$ cat src/rtl/hazard_scoreboard_unit.sv
// Hazard unit for the 5-stage RISC-V pipeline: load-use stall, EX/MEM, MEM/WB
// and long-op completion forwarding, plus a per-register busy scoreboard for
// variable-latency operations with RAW/WAW/capacity stalls.
module hazard_scoreboard_unit #(
  parameter int unsigned REG_ADDR_W = 5,
  parameter int unsigned NUM_REGS   = 32,
  parameter int unsigned MAX_LONG   = 4,
  parameter int unsigned CNT_W      = 16
) (
  input  logic                            clk,
  input  logic                            reset,
  input  logic                            id_valid,
  input  logic [REG_ADDR_W-1:0]           id_rs1,
  input  logic [REG_ADDR_W-1:0]           id_rs2,
  input  logic                            id_rs1_used,
  input  logic                            id_rs2_used,
  input  logic [REG_ADDR_W-1:0]           id_rd,
  input  logic                            id_reg_write,
  input  logic                            id_long_op,
  input  logic                            flush,
  input  logic                            ex_valid,
  input  logic                            ex_mem_read,
  input  logic [REG_ADDR_W-1:0]           ex_rd,
  input  logic                            mem_reg_write,
  input  logic [REG_ADDR_W-1:0]           mem_rd,
  input  logic                            wb_reg_write,
  input  logic [REG_ADDR_W-1:0]           wb_rd,
  input  logic                            lc_done,
  input  logic [REG_ADDR_W-1:0]           lc_rd,
  output logic                            stall,
  output logic [1:0]                      forward_a,
  output logic [1:0]                      forward_b,
  output logic [NUM_REGS-1:0]             busy_vec,
  output logic [$clog2(MAX_LONG+1)-1:0]   pending_cnt,
  output logic [CNT_W-1:0]                stall_cycles,
  output logic                            sb_error
);

  localparam int unsigned PW = $clog2(MAX_LONG + 1);

  logic [NUM_REGS-1:0] busy_q, busy_d;
  logic [PW-1:0]       pend_q, pend_d;
  logic [CNT_W-1:0]    cnt_q, cnt_d;
  logic                err_q, err_d;

  logic [NUM_REGS-1:0] eff_busy;
  logic                load_use, sb_raw, sb_waw, sb_full;
  logic                issue, sb_set, sb_clr;

  // Hazard detection: scoreboard view with same-cycle completion bypass, then stall/issue.
  always_comb begin
    eff_busy = busy_q;
    if (lc_done) eff_busy[lc_rd] = 1'b0;

    load_use = ex_valid && ex_mem_read && (ex_rd != '0) &&
               ((id_rs1_used && (id_rs1 == ex_rd)) || (id_rs2_used && (id_rs2 == ex_rd)));
    sb_raw   = (id_rs1_used && eff_busy[id_rs1]) || (id_rs2_used && eff_busy[id_rs2]);
    sb_waw   = id_reg_write && eff_busy[id_rd];
    // x0 is never marked busy, so busy_q[0] is always 0 and a completion on x0 never clears.
    sb_clr   = lc_done && (lc_rd != '0) && busy_q[lc_rd];
    sb_full  = id_long_op && (pend_q == PW'(MAX_LONG)) && !sb_clr;

    stall    = id_valid && !flush && (load_use || sb_raw || sb_waw || sb_full);
    issue    = id_valid && !stall && !flush;
    sb_set   = issue && id_long_op && id_reg_write && (id_rd != '0);
  end

  // Operand forwarding select, EX/MEM first, then long completion, then MEM/WB.
  always_comb begin
    forward_a = 2'b00;
    if (id_rs1_used && (id_rs1 != '0)) begin
      if (mem_reg_write && (mem_rd == id_rs1))     forward_a = 2'b10;
      else if (lc_done && (lc_rd == id_rs1))       forward_a = 2'b11;
      else if (wb_reg_write && (wb_rd == id_rs1))  forward_a = 2'b01;
    end
    forward_b = 2'b00;
    if (id_rs2_used && (id_rs2 != '0)) begin
      if (mem_reg_write && (mem_rd == id_rs2))     forward_b = 2'b10;
      else if (lc_done && (lc_rd == id_rs2))       forward_b = 2'b11;
      else if (wb_reg_write && (wb_rd == id_rs2))  forward_b = 2'b01;
    end
  end

  // Next-state for scoreboard, pending count, error flag and stall counter.
  always_comb begin
    busy_d = busy_q;
    pend_d = pend_q;
    err_d  = err_q;
    cnt_d  = cnt_q;
    // Clear first so a same-register set overrides it; count moves only when exactly one fires.
    if (sb_clr) busy_d[lc_rd] = 1'b0;
    if (sb_set) busy_d[id_rd] = 1'b1;
    if (sb_set && !sb_clr)      pend_d = pend_q + 1'b1;
    else if (sb_clr && !sb_set) pend_d = pend_q - 1'b1;
    if (lc_done && (lc_rd != '0) && !busy_q[lc_rd]) err_d = 1'b1;
    if (stall && (cnt_q != '1)) cnt_d = cnt_q + 1'b1;
  end

  // State registers with asynchronous reset.
  always_ff @(posedge clk or posedge reset) begin
    if (reset) begin
      busy_q <= '0;
      pend_q <= '0;
      cnt_q  <= '0;
      err_q  <= 1'b0;
    end else begin
      busy_q <= busy_d;
      pend_q <= pend_d;
      cnt_q  <= cnt_d;
      err_q  <= err_d;
    end
  end

  assign busy_vec     = busy_q;
  assign pending_cnt  = pend_q;
  assign stall_cycles = cnt_q;
  assign sb_error     = err_q;

endmodule
$ cat config.mk
export PLATFORM = sky130hd
export DESIGN_NAME = hazard_scoreboard_unit
export DESIGN_NICKNAME = d
export VERILOG_FILES = /design/src/rtl/hazard_scoreboard_unit.sv
export SDC_FILE = /design/constraint.sdc
export NUM_CORES = 1
export LEC_CHECK = 0
export ABC_AREA = 1
export BUFFER_PORTS_ARGS = -buffer_cell sky130_fd_sc_hd__buf_4
export CAP_MARGIN = 5
export CORE_MARGIN = 2
export CORE_UTILIZATION = 45
export CTS_BUF_LIST = sky130_fd_sc_hd__clkbuf_4
export DETAILED_ROUTE_END_ITERATION = 8
export PLACE_DENSITY_LB_ADDON = 0.1
export RECOVER_POWER = 100
export SETUP_SLACK_MARGIN = 0.4
export SYNTH_ARGS = -nofsm -noshare
export SYNTH_HDL_FRONTEND = slang
export SYNTH_SLANG_ARGS = --single-unit
$ cat constraint.sdc
create_clock -name clk -period 3.42 [get_ports clk]
set_input_delay 0 -clock clk [delete_from_list [all_inputs] [get_ports clk]]
set_output_delay 0 -clock clk [all_outputs]
set_load 0.01 [all_outputs]
======== Word level (Yosys, flattened, before mapping) ========
Cells that the tools add are included.
word-level totals
  bits of input ports ..................... 48
  logic and storage cells ................. 100
  output and inout bits ................... 57
  flip-flop bits (word level) ............. 52
cells by class
  mux-type cells .......................... 25
  reduce and logical (&&, ||, !) cells .... 49
  equal/unequal tests ..................... 10
  bitwise gates (word level) .............. 3
  magnitude comparators ................... 6
  add/sub/neg operators ................... 3
operators with widths
  cell                                                               number
  two-way mux 32 bit                                                 3
  == test 5 bit                                                      8
  logical AND 1 bit                                                  33
  AND 32 bit                                                         1
  NOT 32 bit                                                         1
  OR 32 bit                                                          1
  nonzero test 5 bit                                                 5
  less-than comparator 5 x 6 -> 1 bit, second input constant         4
  binary-select mux 1 bit (select 5 bit)                             4
  adder 16 x 1 -> 16 bit, second input constant                      1
  inequality test 16 bit, second input constant                      1
  two-way mux 2 bit                                                  6
  demux 1 bit (select 5 bit)                                         2
  greater-or-equal comparator 5 x 1 -> 1 bit, second input constant  2
  two-way mux 1 bit                                                  8
  two-way mux 3 bit                                                  2
  zero test 1 bit                                                    5
  logical OR 1 bit                                                   5
  adder 3 x 1 -> 3 bit, second input constant                        1
  == test 3 bit, second input constant                               1
  subtractor 3 x 1 -> 3 bit, second input constant                   1
  nonzero test 2 bit                                                 1

======== Longest topological paths before layout ========
  depth in word-level cells ............... 25
  gate-level depth with buffers ........... 25
  gate-level depth less buffers ........... 23

======== Least setup slack after synthesis ========
No wires, ideal clock.
  path kind ............................... input -> register
  from .................................... input lc_rd[4]
  to ...................................... register pend_q[2], in the netlist pending_cnt[2]
  stages on the path ...................... 25
  path buffers ............................ 2
  slack ................................... 0.797 ns
  arrival time ............................ 2.498 ns
  library setup time ...................... 0.125 ns
  data required time ...................... 3.295 ns
  cells stage by stage .................... buf_2 > inv_1 > nand2_1 > nor2_1 > nand3_1 > nand2_1 > nand2_1 > nand2_1 > nor2_1 > nand2_1 > nand2_1 > nand2_1 > nand2_1 > nand2_1 > nor2_1 > nor2_4 > nand2_4 > nor2_8 > buf_6 > ha_1 > inv_1 > fa_1 > a21oi_1 > o21ai_0 > xnor2_1
on the way
  cells in the longest elaborated chain, start to end .. 24
  elaborated cells on any way between the ends .. 40
  those cells by class .................... order compare (2); mux (12); bitwise (2); reduce/logical (24)
RTL lines
  what                                                                                                                     line  text
  start: declaration                                                                                                       29    input logic [REG_ADDR_W-1:0] lc_rd,
  less-than comparator 5 x 6 -> 1 bit (implied by the code) or greater-or-equal comparator 5 x 1 -> 1 bit (tied branches)  53    if (lc_done) eff_busy[lc_rd] = 1'b0;
  logical AND 1 bit (implied by the code)                                                                                  53
  two-way mux 1 bit (implied by the code)                                                                                  53
  demux 1 bit (select 5 bit)                                                                                               53
  NOT 32 bit (no source line)                                                                                              n/a
  AND 32 bit (no source line)                                                                                              n/a
  two-way mux 32 bit                                                                                                       53
  binary-select mux 1 bit (select 5 bit)                                                                                   57    sb_raw = (id_rs1_used && eff_busy[id_rs1]) || (id_rs2_used && eff_busy[id_rs2]);
  [3 not listed]                                                                                                           n/a
  logical OR 1 bit (3 in a row)                                                                                            63    stall = id_valid && !flush && (load_use || sb_raw || sb_waw || sb_full);
  logical AND 1 bit                                                                                                        63
  zero test 1 bit                                                                                                          64    issue = id_valid && !stall && !flush;
  logical AND 1 bit (2 in a row)                                                                                           64
  logical AND 1 bit (3 in a row)                                                                                           65    sb_set = issue && id_long_op && id_reg_write && (id_rd != '0);
  zero test 1 bit                                                                                                          94    else if (sb_clr && !sb_set) pend_d = pend_q - 1'b1;
  logical AND 1 bit                                                                                                        94
  nonzero test 2 bit (no source line)                                                                                      n/a
  end signal: assignment                                                                                                   108   pend_q <= pend_d;
  end: declaration                                                                                                         42    logic [PW-1:0] pend_q, pend_d;
Several ways; a longest one is shown, not always the timed one. The select of a mux whose other input is x is not followed.
A chain may end at the register's enable or synchronous reset.

======== Final worst setup path ========
  from .................................... input id_rs2[0]
  to ...................................... register pend_q[2], in the netlist pending_cnt[2]
on the way
  cells in the longest elaborated chain, start to end .. 17
  elaborated cells on any way between the ends .. 23
  those cells by class .................... eq/ne (1); mux (3); reduce/logical (19)
RTL lines
  what                                                                          line    text
  start: declaration                                                            14      input logic [REG_ADDR_W-1:0] id_rs2,
  binary-select mux 1 bit (select 5 bit) or == test 5 bit (tied branches)       57, 56
  two-way mux 1 bit (implied by the code) or logical AND 1 bit (tied branches)  57, 56
  logical AND 1 bit or logical OR 1 bit (tied branches)                         57, 56
  logical OR 1 bit or logical AND 1 bit (tied branches)                         57, 55
  logical OR 1 bit (*) (3 in a row)                                             63
  logical AND 1 bit (*)                                                         63
  zero test 1 bit (*)                                                           64
  logical AND 1 bit (*) (2 in a row)                                            64
  logical AND 1 bit (*) (3 in a row)                                            65
  zero test 1 bit                                                               94
  logical AND 1 bit                                                             94
  nonzero test 2 bit (no source line)                                           n/a
Every way passes the cells marked *; elsewhere a longest branch is shown, timed or not. The select of a mux whose other input is x is not followed.

==> flow_summary.ini <==
[run_status]
violations = max-capacitance violations, max-slew violations
status = finished with violations

[timing]
slew_headroom_pct = -1.896
tightest_slew_ns = 1.528
hold_viol = 0
rsz0062_at_grt = false
post-route-period-util_pct = 89.21
whs_ns = 0.04567
fmax_ghz = 0.3278
final-setup-viol-count = 0
fin_crit_ns = 3.051
fin_skew_ns = 0.01074
fin_setup_tns_ns = 0
report.final.slew_viol_count = 27

[grt]
grt_pass1_vias = 5438
gr-total-overflow = 0
grt_max_degree = 53
grt_pass1_wl_mm = 30.30
globalRouteTotalUtil_pct = 35.02
antenna_found_initial = 0

[drt]
ant_nets = 0
vias_per_cell = 5.782
vias = 5921
drt_wl_total_mm = 19.83
drc = 0
first_pass_iters = 7
first_iter_violations = 621
avgRoutedWirePerCell_um = 19.36

[critical_path]
rrSetupSlack_ns = 0.61
end_kind = flip-flop
crit_top_cell = nor2_1
path_class = in -> reg
startpoint_type = primary input
path_buf_inv = 4
cp_top_family = buffers and inverters
cpPeakStageDelay_ns = 0.73
ff2ff_path_depth = 18
crit_start = id_rs2[0]
cp.required_ns = 3.72
critPathMaxFanout = 15
worst_r2r_endpoint = pending_cnt[2]$_DFFE_PP0P_
slowest_stage = clkbuf_1
reg2reg_from = busy_vec[0]$_DFF_PP0_
cp.arrival_ns = 3.36
worstPathCellList = clkbuf_1 > inv_1 > clkbuf_1 > nand3_1 > nand2_1 > nor2_1 > nor2_1 > nor2_1 > nand2_1 > nand2_1 > nor2_1 > nor2_4 > nand2_4 > nor2_8 > ha_1 > inv_1 > fa_1 > a21oi_1 > o21ai_0 > xnor2_1

[floorplan]
core_area_sq_um = 10280
die_w_um = 106.5
num_rows = 37
dieHeight_um = 106.5
initial_core_util_pct = 46.02
io_pins = 105
die_area_sq_um = 11350

[clocking]
clkSinkCount = 52
worstSkewPairLatency_ns = 0.39
cts_tree = yes
clock_path_buffers = 2
cts.htree.levels = 2
clk_pin_slew_ns = 0.17
cts_made_buffers = 5
cts_root_buf = clkbuf_4

[logic_synthesis]
yosysSeqAreaShare_pct = 27.51
synthDistinctLibCells = 36
synth_area_leaders = dfrtp_1 (28%), nand2_1 (24%), nand3_1 (8.8%)
avgSynthCellArea_sq_um = 6.010
post-synth-top-area-cell = dfrtp_1
syn-num-nets = 838
synthMuxAreaShare_pct = 0.2381
synth-simple-area-share_pct = 47.49
yosysMostFrequentCell = nand2_1
synth_top_family_by_area = simple AND/OR/NAND/NOR gates
ys_ff_latch = 52
synthAdderAreaFrac_pct = 0.9524
async_reset_ff_share_pct = 100.0
yosys_warnings = 0
synth_ff_type = dfrtp_1
netlist_instances = 787
yosys.area.top_type_share_pct = 27.51
synth-xor-area-share_pct = 4.444
synth_area_sq_um = 4730
synth-edff-count = 0
yosys-top-cells-count = nand2_1 (307), nand3_1 (83), nor2_1 (80)
synth_compound_area_share_pct = 10.63

[pwr]
power_w = 0.001736
leakage_nw = 2.732
power_density_nw_per_um2 = 314.2
irDropWorstVdd_v = 0.0002443

[final_layout]
drive_gt1_share_pct = 9.347
nets = 938
diodes = 0
layout.cells.non_filler = 1024
fillers = 1115
syn2layout_area_growth_pct = 16.77
final_core_util_pct = 53.74

[hold_path]
hold-path-cell-count = 5
min_to = busy_vec[7]$_DFF_PP0_
min_path_type = in -> reg
min_from = id_rd[2]

[place]
place_congestion = 1.007
hpwlAfterDp_mm = 14.42
dp.cells = 1014
portBuffers = 104

[run]
cap_violations = 1
-- placed cells by master (no fill, tap or decap), drive strengths merged, types with 2 or more instances in the layout --
| master | count |
|---|---|
| nand2 | 308 |
| nor2 | 85 |
| nand3 | 84 |
| inv | 66 |
| clkbuf | 64 |
| buf | 63 |
| dfrtp | 52 |
| a21oi | 34 |
| nand4 | 31 |
| o22ai | 17 |
| xor2 | 17 |
| nor3 | 14 |
| o21ai | 13 |
| xnor2 | 7 |
| o211ai | 5 |
| o2111ai | 4 |
| a221oi | 4 |
| nor4 | 4 |
| o21bai | 2 |
| a22oi | 2 |
| a21boi | 2 |
| ha | 2 |
| clkinv | 2 |
-- sequential cells by signal (all words and copies together) (netlist names) --
register      cells
busy_vec         32
pending_cnt       3
sb_error          1
stall_cycles     16
-- stage by stage --
step | setup slack [ns] | area, sq um
3_3_place_gp | 0.2534 | 5643
4_1_cts | 0.5225 | 5733
6_report | 0.3692 | 5523
5_1_grt | 0.2634 | 5523
2_1_floorplan | 0.7968 | 4730
3_5_place_dp | 0.2891 | 5643
-- logic make-up after synthesis --
kind of cell / Yosys count
flip-flops: 52
AND/OR/NAND/NOR: 527
XOR/XNOR: 24
buffers and inverters: 96
adder cells (fa/ha/maj): 3
AO/OA/AOI/OAI: 84
multiplexers: 1
-- cell type report --
type | count | area, sq um | share of cell area [%]
Sequential cell | 52 | 1301 | 23.56
Timing Repair Buffer | 123 | 709.4 | 12.85
Inverter | 66 | 247.7 | 4.486
Multi-Input combinational cell | 639 | 3014 | 54.58
Clock inverter | 3 | 42.54 | 0.7703
Clock buffer | 5 | 37.54 | 0.6797
Tap cell | 136 | 170.2 | 3.081
-- timing repair --
action	CTS	global route
hold buffers	1	0
endpoints found under the setup margin	0	1
buffers inserted	0	0
resized for setup	0	2
endpoints found under the hold margin	52	0
-- routing by layer --
| metal | up-vias | wire length, um | GRT usage (%) |
|---|---|---|---|
| li1 | 2793 | - | - |
| met1 | 2690 | 8419 | 51.14 |
| met4 | 0 | 538 | 11.97 |
| met5 | - | 0 | 0 |
| met2 | 395 | 8572 | 52.20 |
| met3 | 43 | 2297 | 5.825 |
-- where the power goes --
part,internal (W),leakage (nW),switching [W]
Clock,0.000153,0.0428,0.000217
Sequential,0.000672,0.708,0.0000769
Combinational,0.000208,1.98,0.000409
-- how the worst max path moves through the flow --
stage / end / slack [ns] / cells after the start
floorplan: pending_cnt[2]$_DFFE_PP0P_ / 0.80 / 25
global placement: pending_cnt[2]$_DFFE_PP0P_ / 0.25 / 21
detailed placement: pending_cnt[2]$_DFFE_PP0P_ / 0.29 / 21
CTS: pending_cnt[2]$_DFFE_PP0P_ / 0.52 / 18
global route: pending_cnt[2]$_DFFE_PP0P_ / 0.26 / 20
finish: pending_cnt[2]$_DFFE_PP0P_ / 0.37 / 20
-- worst register-to-register path: cells and delay by family (launching register included) --
family          cells  cell delay (ns)
buf+inv             1             0.07
fa+ha+maj           2             0.52
simple gates       11             1.00
compound gates      3             0.47
flops               1             0.52
xor+xnor            1             0.13
Note: power is estimated with default switching activity, not from simulation.
